$ cat src/rtl/mux_rr_arbiter_4to1.sv
// mux_rr_arbiter_4to1
//   Round-robin arbiter and select sequencer for one shared 4-to-1 data mux.
//   Grants one of four level-sensitive requesters. A grant is held for at most
//   MAX_HOLD consecutive cycles. The selected requester data is registered to f.
//
// Ports
//   clk      : clock, all state updates on the rising edge
//   rst      : asynchronous active-high reset
//   req      : request lines, bit i belongs to requester i
//   d0..d3   : requester data inputs (W bits each)
//   gnt      : registered one-hot grant (all-zero when idle)
//   sel      : registered binary index of the grantee (mux select)
//   f        : registered mux output
//   f_valid  : f holds data sampled from an active grantee
module mux_rr_arbiter_4to1 #(
  parameter int W        = 8,
  parameter int MAX_HOLD = 4
) (
  input  logic         clk,
  input  logic         rst,
  input  logic [3:0]   req,
  input  logic [W-1:0] d0,
  input  logic [W-1:0] d1,
  input  logic [W-1:0] d2,
  input  logic [W-1:0] d3,
  output logic [3:0]   gnt,
  output logic [1:0]   sel,
  output logic [W-1:0] f,
  output logic         f_valid
);

  typedef enum logic {IDLE, GRANT} state_t;

  state_t       state_q, state_d;
  logic [1:0]   ptr_q,   ptr_d;
  logic [3:0]   cnt_q,   cnt_d;
  logic [3:0]   gnt_q,   gnt_d;
  logic [1:0]   sel_q,   sel_d;
  logic [W-1:0] f_q,     f_d;
  logic         f_valid_q, f_valid_d;

  // Returns {found, index}: first requester at or after ptr, wrapping mod 4.
  // Scanning from the far end and overwriting leaves the nearest one.
  function automatic logic [2:0] pick(input logic [1:0] ptr, input logic [3:0] r);
    logic [2:0] res;
    logic [1:0] idx;
    res = '0;
    for (int unsigned k = 4; k > 0; k--) begin
      idx = ptr + 2'(k - 1);
      if (r[idx]) res = {1'b1, idx};
    end
    return res;
  endfunction

  function automatic logic [3:0] onehot(input logic [1:0] i);
    logic [3:0] v;
    v = '0;
    v[i] = 1'b1;
    return v;
  endfunction

  logic [W-1:0] d_sel;
  logic [2:0]   win_idle;
  logic [2:0]   win_rel;
  logic [1:0]   ptr_next;
  logic         release_c;

  always_comb begin
    d_sel = d0;
    case (sel_q)
      2'd0: d_sel = d0;
      2'd1: d_sel = d1;
      2'd2: d_sel = d2;
      2'd3: d_sel = d3;
      default: d_sel = d0;
    endcase
  end

  assign ptr_next  = sel_q + 2'd1;
  assign win_idle  = pick(ptr_q, req);
  assign win_rel   = pick(ptr_next, req);
  assign release_c = !req[sel_q] || (cnt_q == 4'(MAX_HOLD));

  // State register
  always_ff @(posedge clk or posedge rst) begin
    if (rst) begin
      state_q   <= IDLE;
      ptr_q     <= '0;
      cnt_q     <= '0;
      gnt_q     <= '0;
      sel_q     <= '0;
      f_q       <= '0;
      f_valid_q <= 1'b0;
    end else begin
      state_q   <= state_d;
      ptr_q     <= ptr_d;
      cnt_q     <= cnt_d;
      gnt_q     <= gnt_d;
      sel_q     <= sel_d;
      f_q       <= f_d;
      f_valid_q <= f_valid_d;
    end
  end

  // Next-state logic
  always_comb begin
    state_d   = state_q;
    ptr_d     = ptr_q;
    cnt_d     = cnt_q;
    gnt_d     = gnt_q;
    sel_d     = sel_q;
    f_d       = f_q;
    f_valid_d = 1'b0;
    case (state_q)
      IDLE: begin
        gnt_d = '0;
        if (win_idle[2]) begin
          gnt_d   = onehot(win_idle[1:0]);
          sel_d   = win_idle[1:0];
          cnt_d   = 4'd1;
          state_d = GRANT;
        end
      end
      GRANT: begin
        if (req[sel_q]) begin
          f_d       = d_sel;
          f_valid_d = 1'b1;
        end
        if (release_c) begin
          // The outgoing grantee drops to lowest priority; the handoff to the
          // next winner happens on this same edge, so there is no idle bubble.
          ptr_d = ptr_next;
          if (win_rel[2]) begin
            gnt_d = onehot(win_rel[1:0]);
            sel_d = win_rel[1:0];
            cnt_d = 4'd1;
          end else begin
            gnt_d   = '0;
            cnt_d   = '0;
            state_d = IDLE;
          end
        end else begin
          cnt_d = cnt_q + 4'd1;
        end
      end
      default: state_d = IDLE;
    endcase
  end

  // Output logic
  always_comb begin
    gnt     = gnt_q;
    sel     = sel_q;
    f       = f_q;
    f_valid = f_valid_q;
  end

endmodule

$ cat config.mk
export PLATFORM = sky130hd
export DESIGN_NAME = mux_rr_arbiter_4to1
export DESIGN_NICKNAME = d
export VERILOG_FILES = /design/src/rtl/mux_rr_arbiter_4to1.sv
export SDC_FILE = /design/constraint.sdc
export NUM_CORES = 1
export LEC_CHECK = 0
export ABC_CLOCK_PERIOD_IN_PS = 2300
export BUFFER_PORTS_ARGS = -buffer_cell sky130_fd_sc_hd__buf_4
export CAP_MARGIN = 10
export CORE_MARGIN = 2
export CORE_UTILIZATION = 48
export CTS_CLUSTER_DIAMETER = 30
export DETAILED_ROUTE_END_ITERATION = 16
export MAX_ROUTING_LAYER = met4
export PLACE_DENSITY = 0.86
export SYNTH_ARGS = -nofsm -noshare
export SYNTH_HDL_FRONTEND = slang
export SYNTH_SLANG_ARGS = --single-unit
$ cat constraint.sdc
create_clock -name clk -period 2.3 [get_ports clk]
set_clock_uncertainty 0.1 [all_clocks]
set_input_delay 0.23 -clock clk [delete_from_list [all_inputs] [get_ports clk]]
set_output_delay 0.23 -clock clk [all_outputs]
set_load 0.01 [all_outputs]
==> results.py <==
metrics = {
    "routing": {
        "wl_mm": 3.52,
        "vias": 1354,
        "ant_nets": 0,
        "wl_per_cell_um": 15.2,
        "viasPerCell": 5.86,
        "first_iter_violations": 82,
        "dr.pass1.iters": 4,
        "drc": 0,
    },
    "status": {
        "outcome": "complete, but fails checks",
        "violations": "hold timing",
    },
    "placed_design": {
        "gp_congestion": 0.935,
        "hpwl_mm": 2.87,
        "io_buffers": 52,
        "postPlaceCellArea_mm2": 0.00172,
    },
    "logic_synthesis": {
        "synth.avg_cell_area_um2": 8.78,
        "synth_edf_count": 0,
        "synth_cell_types": 31,
        "synthMostInstantiatedCell": "dfrtp_1",
        "syn_area_mm2": 0.00133,
        "synth_commonest_cells": "dfrtp_1 (22), nand2_1 (19), a21oi_1 (17)",
        "synth_nets": 195,
        "synth_top_area_share_pct": 41.5,
        "synth_top_flop_cell": "dfrtp_1",
        "ys_warn_count": 0,
        "ys_async_sr_fraction_pct": 100,
        "postSynthCellCount": 151,
        "synth_seq_cells": 22,
        "yosys.area.top_type": "dfrtp_1",
        "synth_area_leaders": "dfrtp_1 (42%), a21oi_1 (6.4%), a222oi_1 (6.0%)",
        "yosysSeqAreaShare_pct": 41.5,
    },
    "sta": {
        "final-setup-viol-count": 0,
        "whs_ns": -0.0331,
        "slew_headroom_pct": 47.4,
        "slew_viol_final": 0,
        "fin_crit_sh_pct": 92.4,
        "grt_setup_unrepaired": "false",
        "hold_violations": 22,
        "fmax_mhz": 471,
        "worst_pin_slew_ns": 0.788,
        "setup_tns_ns": 0,
        "min_period_ns": 2.12,
    },
    "pwr": {
        "pwr_density_cell_mw_per_mm2": 1290,
        "peakVddDrop_v": 0.000776,
        "p_leak_nw": 0.864,
    },
    "global_route": {
        "grt_pass1_vias": 1396,
        "grt.overflow.total": 0,
        "antenna_found_initial": 0,
        "grt_start_max_net_pins": 23,
        "grt.total_usage_pct": 24.3,
        "grt_pass1_wl_mm": 6.02,
    },
    "die": {
        "start_util_pct": 49.4,
        "ios": 53,
        "die_area_mm2": 0.00320,
        "core_mm2": 0.00269,
        "die_y_um": 56.6,
        "die_x_um": 56.6,
        "num_rows": 19,
    },
    "clock_network": {
        "cts_resized": 0,
        "cts_max_path_buffers": 2,
        "clock_latency_ns": 0.29,
        "clkTransAtPathRegs_ns": 0.12,
        "post-cts-setup-buffers": 0,
        "cts_hold_buf": 0,
        "cts_made_buffers": 3,
        "cts.sinks": 22,
        "cts_tree": "done",
        "htreeDepth": 1,
        "clock-root-buffer": "clkbuf_4",
    },
    "critical_path": {
        "arrival_ns": 2.25,
        "cp_data_required_time_ns": 2.43,
        "critPathLaunchType": "register",
        "endpoint_kind": "register",
        "cp_max_fo": 9,
        "path_class": "reg2reg",
    },
    "layout": {
        "drive_gt1_share_pct": 30.5,
        "n_fill_cell": 228,
        "utilization_pct": 66.1,
        "multi_input_area_um2": 707,
        "n_antenna_cell": 0,
        "seqCellArea_um2": 551,
        "stdcell_area_mm2": 0.00178,
        "area_growth_pct": 34.0,
        "nNetsFinal": 245,
    },
    "min_path": {
        "hold_path_class": "in2async",
    },
    "flow_run": {
        "drv_cap": 0,
    },
}
-- final timing paths --
kind                            startpoint        to  slack [ns]  cells past startpoint
worst max-delay path                sel[0]    gnt[3]        0.18                      7
worst min-delay path                   rst      f[2]       -0.03                      2
worst max register to register      sel[0]    gnt[3]        0.18                      7
worst min register to register    cnt_q[3]  cnt_q[3]        0.40                      1
max in group asynchronous              rst      f[0]        1.64                      2
min in group clk                     d0[4]      f[4]        0.12                      3
-- metrics by stage --
step | cells | hold slack [ns] | setup WS, ns | power (mW)
after floorplan | 151 | 0.119 | 0.402 | 1.56
after global placement | 227 | 0.327 | 0.309 | 1.93
after detailed placement | 227 | 0.345 | 0.223 | 2.00
after CTS | 231 | 0.00468 | 0.228 | 2.29
after global routing | 231 | 0.0411 | 0.0382 | 2.48
final | 231 | -0.0331 | 0.175 | 2.29
-- layer usage --
layer	vias to the layer above	track usage (%)	share of wire (%)
met5	-	-	0
li1	653	-	-
met2	60	41.4	51
met3	10	3.69	6.5
met4	0	8.50	2.7
met1	631	29.2	40
-- registers in the layout (all words and copies together) (netlist names) --
register / cells
ptr_q: 2
cnt_q: 4
state_q: 1
f_valid: 1
f: 8
sel: 2
gnt: 4
-- power by group --
part | leakage [nW] | internal [mW] | switching [mW]
sequential | 0.270 | 0.558 | 0.147
clock | 0.0279 | 0.176 | 0.113
combinational | 0.566 | 0.604 | 0.690
total | 0.864 | 1.34 | 0.951
-- critical path, stage by stage (launching register included) --
cell	delay [ns]
dfrtp_1	0.54
inv_1	0.13
ha_1	0.38
a21oi_1	0.15
nor3_1	0.08
nor3_1	0.36
a32oi_1	0.16
o21ai_0	0.17
-- layout by cell type, fill, tap and decap left out, types with 2 or more instances in the layout --
master | synthesis | routed
buf_4 | 0 | 53
dfrtp_1 | 22 | 22
nand2_1 | 19 | 19
a21oi_1 | 17 | 17
nor2_1 | 16 | 16
o21ai_0 | 9 | 9
inv_1 | 8 | 8
a222oi_1 | 8 | 8
ha_1 | 6 | 6
nand2b_1 | 5 | 5
nand3b_1 | 4 | 4
nor3_1 | 3 | 3
a31oi_1 | 3 | 3
o31ai_1 | 3 | 3
a22o_1 | 3 | 3
clkbuf_4 | 0 | 3
nand3_1 | 2 | 2
mux2_2 | 2 | 2
o22ai_1 | 2 | 2
-- logic make-up (layout without fill, tap and decap cells) --
group / after synthesis / count (layout) / share of synthesized area [%]
multiplexers: 3 / 3 / 3.40
AND/OR/NAND/NOR: 54 / 54 / 19.0
flip-flops: 22 / 22 / 41.5
adder cells (fa/ha/maj): 6 / 6 / 5.66
buffers and inverters: 16 / 65 / 5.19
AO/OA/AOI/OAI: 50 / 50 / 25.3
-- final cells by class --
type                       instances  share of cell area [%]
clock buffer                       3                    1.27
timing repair buffer              53                    22.4
clock inverter                     1                    1.69
tap                               31                    2.18
inverter                           8                    1.69
sequential                        22                    31.0
multi-input combinational        113                    39.8
No activity file was read; power rests on OpenSTA's default activity.
